**config.mk**
```make
export PLATFORM = sky130hd
export DESIGN_NAME = spike_rate_encoder
export DESIGN_NICKNAME = d
export VERILOG_FILES = /design/src/rtl/spike_rate_encoder.sv
export SDC_FILE = /design/constraint.sdc
export NUM_CORES = 1
export LEC_CHECK = 0
export CORE_MARGIN = 2
export CORE_UTILIZATION = 35
export DETAILED_ROUTE_END_ITERATION = 12
export PLACE_DENSITY = 0.56
export RECOVER_POWER = 25
export SYNTH_ARGS = -nofsm -noshare
export SYNTH_HDL_FRONTEND = slang
export SYNTH_SLANG_ARGS = --single-unit
```
**constraint.sdc**
```tcl
create_clock -name clk -period 2.05 [get_ports clk]
set_clock_uncertainty 0.2 [all_clocks]
set_input_delay 0.205 -clock clk [delete_from_list [all_inputs] [get_ports clk]]
set_output_delay 0.205 -clock clk [all_outputs]
set_load 0.005 [all_outputs]
```
**src/rtl/spike_rate_encoder.sv**
```systemverilog
// spike_rate_encoder: rate-codes N_CH intensity levels into spike trains via prescaled phase accumulators.
// Define SPIKE_ENC_STAGGER_EN to start each channel's accumulator at a distinct phase (i*2^LEVEL_W/N_CH).
module spike_rate_encoder #(
  parameter int N_CH       = 8,
  parameter int LEVEL_W    = 8,
  parameter int PRESCALE_W = 8
) (
  input  logic                      clk,
  input  logic                      rst_n,
  input  logic                      ena,
  input  logic                      clear,
  input  logic                      wr_en,
  input  logic [$clog2(N_CH)-1:0]   wr_addr,
  input  logic [LEVEL_W-1:0]        wr_data,
  input  logic [PRESCALE_W-1:0]     prescale,
  output logic [N_CH-1:0]           spike_out,
  output logic                      tick_out
);
  localparam int AW = $clog2(N_CH);
  logic [PRESCALE_W-1:0] pc;
  logic [N_CH-1:0]       carry;
  logic                  tick;
  assign tick = ena && !clear && (pc == prescale);
  for (genvar i = 0; i < N_CH; i++) begin : g_ch
`ifdef SPIKE_ENC_STAGGER_EN
    localparam logic [LEVEL_W-1:0] INIT = LEVEL_W'(i * (2 ** LEVEL_W) / N_CH);
`else
    localparam logic [LEVEL_W-1:0] INIT = '0;
`endif
    logic [LEVEL_W-1:0] shadow;
    logic [LEVEL_W-1:0] level;
    logic [LEVEL_W-1:0] acc;
    logic [LEVEL_W:0]   sum;
    assign sum      = {1'b0, acc} + {1'b0, level};
    assign carry[i] = sum[LEVEL_W];
    // level only moves at a tick, so a write never disturbs the rate mid-period
    always_ff @(posedge clk or negedge rst_n)
      if (!rst_n) begin
        shadow <= '0;
        level  <= '0;
        acc    <= INIT;
      end else begin
        if (wr_en && wr_addr == AW'(i)) shadow <= wr_data;
        if (clear) acc <= INIT;
        else if (tick) begin
          acc   <= sum[LEVEL_W-1:0];
          level <= shadow;
        end
      end
  end
  always_ff @(posedge clk or negedge rst_n)
    if (!rst_n) begin
      pc        <= '0;
      spike_out <= '0;
      tick_out  <= 1'b0;
    end else begin
      pc        <= (clear || tick) ? '0 : ena ? pc + 1'b1 : pc;
      spike_out <= tick ? carry : '0;
      tick_out  <= tick;
    end
endmodule

```
; ---- Yosys cells after proc, flatten, opt, wreduce, memory -nomap -nowiden
; Cells that the tools add are included.
[classes]
n_addsub = 9
eq_ne = 8
n_mux = 19
bitwise_logic = 1
reduce_logical = 16
[ops]
columns = op, count
row1 = $mux 8, 19
row2 = $add 8x8->9, 8
row3 = $eq 3x3->1 const B, 4
row4 = $logic_and 1x1->1, 10
row5 = $add 8x1->8 const B, 1
row6 = $eq 8x8->1, 1
row7 = $eq 3x2->1 const B, 2
row8 = $reduce_bool 2->1, 2
row9 = $eq 3x1->1 const B, 1
row10 = $logic_not 3->1, 1
row11 = $reduce_and 2->1, 1
row12 = $logic_not 1->1, 1
row13 = $logic_or 1x1->1, 1
row14 = $not 1->1, 1
[word_totals]
ff_bits = 209
wordCells = 80

; ---- Logic depth before layout (Yosys ltp)
; Gate-level depths: netlist of run 1.
[depth]
word_depth = 5
depth_mapped = 8
depth_no_buf = 8

; ---- Worst setup path before layout of run 1
; OpenSTA, ideal clock, no wires.
[synth_path]
kind = reg2reg
startpoint = register g_ch[3].level[0]
endpoint = register spike_out[3]
setup_ps = 136
arrival_ps = 1623
path_slack_ps = 91
stages_incl_launch_ff = 8
path_buffers = 0
period_less_slack_ps = 1959
path_cell_list = dfrtp_1 ha_1 fa_1 a211o_1 nand2_1 a21oi_1 o21ai_0 a21oi_1
[synth_via]
elab_chain_cells = 2
[synth_rtl]
columns = item, line_no
row1 = from (decl), 31  ; logic [LEVEL_W-1:0] level;
row2 = from (signal assigned), 47  ; level <= shadow;
row3 = $add 8x8->9, 34  ; assign sum = {1'b0, acc} + {1'b0, level};
row4 = $mux 8, 58  ; spike_out <= tick ? carry : '0;
row5 = to (signal assigned), 58
row6 = to (decl), 16  ; output logic [N_CH-1:0] spike_out,
; No other way between the ends.
; A chain may end at the register's enable or synchronous reset.

; ---- Worst setup path in the final report of run 1
[layout_path]
startpoint = register g_ch[7].level[0]
endpoint = register g_ch[7].acc[4]
[layout_via]
elab_chain_cells = 3
[layout_rtl]
columns = item, line_no
row1 = from (decl), 31
row2 = from (signal assigned), 47
row3 = $add 8x8->9, 34
row4 = $mux 8, 45  ; else if (tick) begin
row5 = $mux 8, 44  ; if (clear) acc <= INIT;
row6 = to (signal assigned), 46  ; acc <= sum[LEVEL_W-1:0];
row7 = to (decl), 32  ; logic [LEVEL_W-1:0] acc;
; No other way between the ends. The select of a mux whose other input is x is not followed.

==> qor.csv, run 1 <==
metric;value;unit
status;completed;
Worst Path Arrival;2.22;ns
Initial DRC Count;350;
Die Wd;178;um
DRC Markers;0;
share of the synthesized area in the top cell type;49.5;%
Synthesis Warnings;0;
largest net degree at the start of global routing;85;
Worst R2R End;g_ch[7].acc[4];
min-delay worst type;input pin to flop;
Multi-input gate area;0.00519;mm^2
post-DR wirelength/cell;15.3;um
die height;178;um
CP Capture Type;flop;
syn_nets;1125;
HP Start;clear;
Initial Utilization;35.6;%
fraction of layout cells with a size suffix above 1;21.6;%
design area;0.0133;mm^2
CTS tree;done;
Non-Filler Instances;1557;
Synth Cell Area;0.0106;mm^2
asr flop ratio synth;100;%
Num CTS Buffers;25;
# port buffers;32;
initial antenna violation count;0;
antenna viol nets, final;0;
minimum clock period;2.02;ns
H-Tree Depth;1;
fin. max-slew vios;0;
final worst-path cycle share;98.8;%
top cells by area, synth;dfrtp_1 49%, nand2_1 8.2%, ha_1 7.7%;
IO Pins;33;
pwr dens;734;mW/mm^2
FMAX;494;MHz
via count;7580;
Clock Tree Root;clkbuf_16;
Global Route Usage Sum;15.2;%
Max-slew headroom;20.7;%
std cell rows;63;
Bufs on Longest Clock Path;3;
final hold vios;0;
total core area;0.0297;mm^2
Mapped Cells;1028;
Nets;1246;
post-synthesis register bit count;209;
Max-Cap Viols;0;
Total Wirelength;23.9;mm
M1 wire length;11.7;mm
Crit Reg-Reg Startpoint;g_ch[7].level[0];
Leakage;6.42;nW
clk slew on worst S/H paths;0.06;ns
type of origin of the critical path;flop;
RSZ-0062 raised after global routing;yes;
highest metal used;met4;
First-pass DRT Iterations;4;
register area;0.00523;mm^2
worst IR drop on VDD;0.504;mV
Detail Route met2 WL;11.2;mm
met3 wire len;571;um
Setup crit end;g_ch[7].acc[4];
worst hold slack;0.163;ns
Post-DP HPWL;15.0;mm
worst reg2reg path depth;6;
Main synth FF type;dfrtp_1;
clock latency on the worst-skew pair;0.52;ns
critical path class;flop to flop;
setup TNS;0;ns
drt via density;4.87;
Area Growth Syn to Fin;25.7;%
Mean Syn Cell Area;10.3;um^2
CP max FO;2;
fillers;2819;
Post-synth top cells;231 x nand2_1, 209 x dfrtp_1, 65 x ha_1;
count leader, synth;nand2_1;
Least-Margin Pin Slew;1.19;ns
final setup vio count;0;
total global routing overflow;0;
Crit. Startpoint;g_ch[7].level[0];
largest area contributor in the synthesized netlist;dfrtp_1;
Final Util;44.7;%
Reg2Reg Setup Slack;0.03;ns
vias in the first global route;7529;
Distinct cells, synth;40;
dpl cell area;0.0120;mm^2
Seq/Total Area, Yosys;49.5;%
CP Data Required Time;2.25;ns
placed cell count;1492;
CTS sink cnt;209;
GP Congestion;0.746;
first-pass GRT wire length;38.6;mm
EDFF count, synth;0;
die area;0.0316;mm^2
==> logic make-up after synthesis <==
group,synth area share (%)
and+or+nand+nor,16.4
DFF,49.5
AOI/OAI and AO/OA,11.1
buffers and inverters,3.01
adders and majority gates,9.21
muxes,6.91
xor gates and xnor gates,3.81
==> cells in the final DEF (no fill, tap or decap), types with 6 or more instances in the layout <==
cell               n
ha_2               6
a21o_1            13
nand2_1          224
a211o_1           13
nor2_1            27
clkbuf_8           6
inv_1             33
o21ai_0           36
o21ai_1           47
mux2_2            64
a21oi_1           43
nand2_2            7
xor2_1            30
clkdlybuf4s50_1   30
buf_4             72
nand3b_1          55
dfrtp_1          209
nor3b_1            7
nand2b_1           6
o211ai_1           7
fa_2               8
a31o_1             6
ha_1              56
nor3_1            16
clkbuf_16         31
o21a_1             9
buf_12            14
xnor2_1           15
==> worst min path at each step <==
stage / end / slack (ns) / cells past startpoint
2_1_floorplan: g_ch[0].acc[0] / -0.29 / 0
3_3_place_gp: g_ch[6].level[1] / -0.18 / 1
3_5_place_dp: g_ch[6].level[1] / -0.18 / 1
4_1_cts: g_ch[0].shadow[3] / 0.08 / 3
5_1_grt: tick_out / 0.20 / 6
6_report: tick_out / 0.16 / 6
==> repair_timing <==
| action | CTS | global route |
|---|---|---|
| hold endpoints to repair | 209 | 0 |
| hold buffers | 2 | 0 |
| pin swaps | 4 | 34 |
| buffers inserted | 2 | 10 |
| gates cloned | 0 | 6 |
| setup endpoints to repair | 13 | 129 |
| resized for setup | 14 | 48 |
==> registers in the layout (all words and copies together) (netlist names) <==
name and count:
g_ch.acc 64, g_ch.level 64, g_ch.shadow 64, pc 8
spike_out 8, tick_out 1
==> worst max-delay path: stages (launching register included) <==
cell     delay [ns]
dfrtp_1        0.38
ha_2           0.20
fa_2           0.35
buf_6          0.13
a21o_1         0.15
a211o_1        0.29
a31o_1         0.21
==> power breakdown <==
group	internal, W	switching [W]	leakage [nW]	total, W
sequential	0.00445	0.000164	2.77	0.00461
combinational	0.000379	0.000333	3.24	0.000712
clock	0.00270	0.00173	0.399	0.00442
==> metrics by stage <==
| stage | total power (W) | setup WS (ns) |
|---|---|---|
| after CTS | 0.00990 | 0.000115 |
| after floorplan | 0.00507 | 0.0910 |
| after detailed placement | 0.00541 | -0.313 |
| after global placement | 0.00538 | -0.265 |
| after global routing | 0.0102 | -0.0717 |
| final | 0.00975 | 0.0252 |
==> layer usage <==
metal | vias to the layer above | track usage [%]
met5 | - | 0
met4 | 0 | 3.65
met3 | 31 | 1.95
met2 | 64 | 25.0
met1 | 3693 | 21.2
li1 | 3792 | -
==> final cells by class <==
cell class,instances,share of cell area (%)
sequential,209,39.4
antenna,1,0.0188
inverter,33,0.933
clock inverter,10,0.829
timing repair buffer,135,10.6
multi-input combinational,745,39.1
tap,390,3.67
clock buffer,34,5.42
Note: power is estimated with default switching activity, not from simulation.
==> inputs of run 2 (changes only) <==
CELL_PAD_IN_SITES_DETAIL_PLACEMENT = 0   (was unset)
CELL_PAD_IN_SITES_GLOBAL_PLACEMENT = 1   (was unset)
CORE_MARGIN = 5   (was 2)
CTS_CLUSTER_DIAMETER = 60   (was unset)
PLACE_DENSITY = 0.66   (was 0.56)
==> qor.csv, run 2 (synthesis gave the netlist of run 1 again) <==
metric;value;unit
worst path cell trace;ha_2 -> fa_2 -> a211o_1 -> nand2_2 -> a21oi_4 -> o21ai_2 -> a21oi_2;
H-Tree Depth;1;
post-DR wirelength/cell;15.7;um
FMAX;490;MHz
std cell rows;63;
RSZ-0062 raised after global routing;yes;
Setup WS post-layout;0.0108;ns
critical path class;flop to flop;
register area;0.00523;mm^2
via count;7585;
Die Wd;184;um
Nets;1240;
IO Pins;33;
Num CTS Buffers;28;
clk slew on worst S/H paths;0.06;ns
total global routing overflow;0;
Initial DRC Count;423;
antenna viol nets, final;0;
Final Util;44.6;%
Area Growth Syn to Fin;25.3;%
Leakage;6.41;nW
total core area;0.0297;mm^2
final setup vio count;0;
Multi-input gate area;0.00520;mm^2
min-delay worst type;input pin to flop;
Non-Filler Instances;1555;
CP Data Required Time;2.26;ns
clock latency on the worst-skew pair;0.52;ns
die area;0.0338;mm^2
most frequent cells in the layout;223 x nand2_1, 209 x dfrtp_1, 72 x buf_4, 64 x mux2_2, 58 x ha_1;
final worst-path cycle share;99.5;%
pre-CTS setup slack;-0.209;ns
Regs by FF count;g_ch.acc (64), g_ch.level (64), g_ch.shadow (64);
CTS tree;done;
largest delay contributor family on the critical path;compound AO/OA/AOI/OAI gates;
Initial Utilization;35.6;%
Total Wirelength;24.5;mm
Max-Cap Viols;0;
minimum clock period;2.04;ns
Crit path buffers/inverters;0;
DRC Markers;0;
Max-slew headroom;38.5;%
# port buffers;32;
fillers;2865;
fraction of layout cells with a size suffix above 1;22.2;%
Bufs on Longest Clock Path;3;
CTS sink cnt;209;
first-pass GRT wire length;42.0;mm
vias in the first global route;7893;
status;completed;
Post-DP HPWL;15.8;mm
Least-Margin Pin Slew;0.923;ns
commonest non-fill, non-tap cell in the layout;nand2_1;
Clock Tree Root;clkbuf_16;
drt via density;4.88;
CP Capture Type;flop;
initial antenna violation count;0;
First-pass DRT Iterations;6;
final hold vios;0;
GP Congestion;0.796;
fin. max-slew vios;0;
dpl cell area;0.0120;mm^2
CP max FO;3;
placed cell count;1491;
design area;0.0132;mm^2
Global Route Usage Sum;15.1;%
worst IR drop on VDD;0.578;mV
Worst Path Arrival;2.25;ns
slowest stage cell, crit path;dfrtp_1;
n_diodes;0;
worst hold slack;0.0931;ns
critical path's largest stage delay;0.39;ns
type of origin of the critical path;flop;
pwr dens;795;mW/mm^2
largest net degree at the start of global routing;73;
die height;184;um
[run 2: cell types whose count changed in the layout (fill, tap and decap cells not counted), moves of 3 or more]
cell,previous run,this run
nor3b_1,7,4
o21ai_2,1,4
inv_6,0,3
ha_4,3,0
o21ai_1,47,42
nor3b_2,2,5
[run 2: power breakdown]
| part | internal, W | switching [W] | total, W |
|---|---|---|---|
| clock | 0.00328 | 0.00190 | 0.00518 |
| sequential | 0.00445 | 0.000170 | 0.00462 |
| combinational | 0.000381 | 0.000341 | 0.000722 |
[run 2: final cells by class]
class	count	share of cell area (%)
Multi-Input combinational cell	745	39.3
Sequential cell	209	39.5
Timing Repair Buffer	126	8.99
Tap cell	390	3.69
Clock inverter	16	1.56
Clock buffer	36	6.06
Inverter	33	0.935
[run 2: metrics by stage]
stage	TNS, ns	power (W)
3_5_place_dp	-18.84	0.00543
5_1_grt	-2.16	0.0110
3_3_place_gp	-18.21	0.00540
2_1_floorplan	0	0.00507
4_1_cts	0	0.0107
6_report	0	0.0105
[run 2: path summary, 6_finish.rpt]
kind,from,depth (start not counted),end,slack [ns]
setup / recovery,g_ch[3].acc[0],7,spike_out[3],0.01
min in group asynchronous,rst_n,3,g_ch[1].shadow[2],0.51
hold / removal,clear,6,spike_out[3],0.09
hold reg to reg,g_ch[6].shadow[4],2,g_ch[6].level[4],0.26
max in group asynchronous,rst_n,3,g_ch[2].acc[5],0.25
setup reg to reg,g_ch[3].acc[0],7,spike_out[3],0.01
[run 2: metal layers]
metal  vias to the layer above  global-route usage [%]  part of all wire (%)
met5                         -                       0                     0
met4                         0                    2.13                  0.90
met3                        14                    2.16                   3.9
met2                        81                    24.5                    46
met1                      3689                    22.1                    49
li1                       3801                       -                     -
[run 2: worst min-delay path, delay by kind of cell]
family | cells | cell delay [ns]
AOI/OAI and AO/OA | 1 | 0.04
buffers and inverters | 3 | 0.39
and+or+nand+nor | 2 | 0.14
[run 2: what timing repair did]
item / 4_1_cts / 5_1_grt
setup buffers: 0 / 10
resized for setup: 15 / 48
hold buffers: 2 / 0
endpoints found under the setup margin: 15 / 69
endpoints found under the hold margin: 209 / 0
pin swaps: 1 / 20
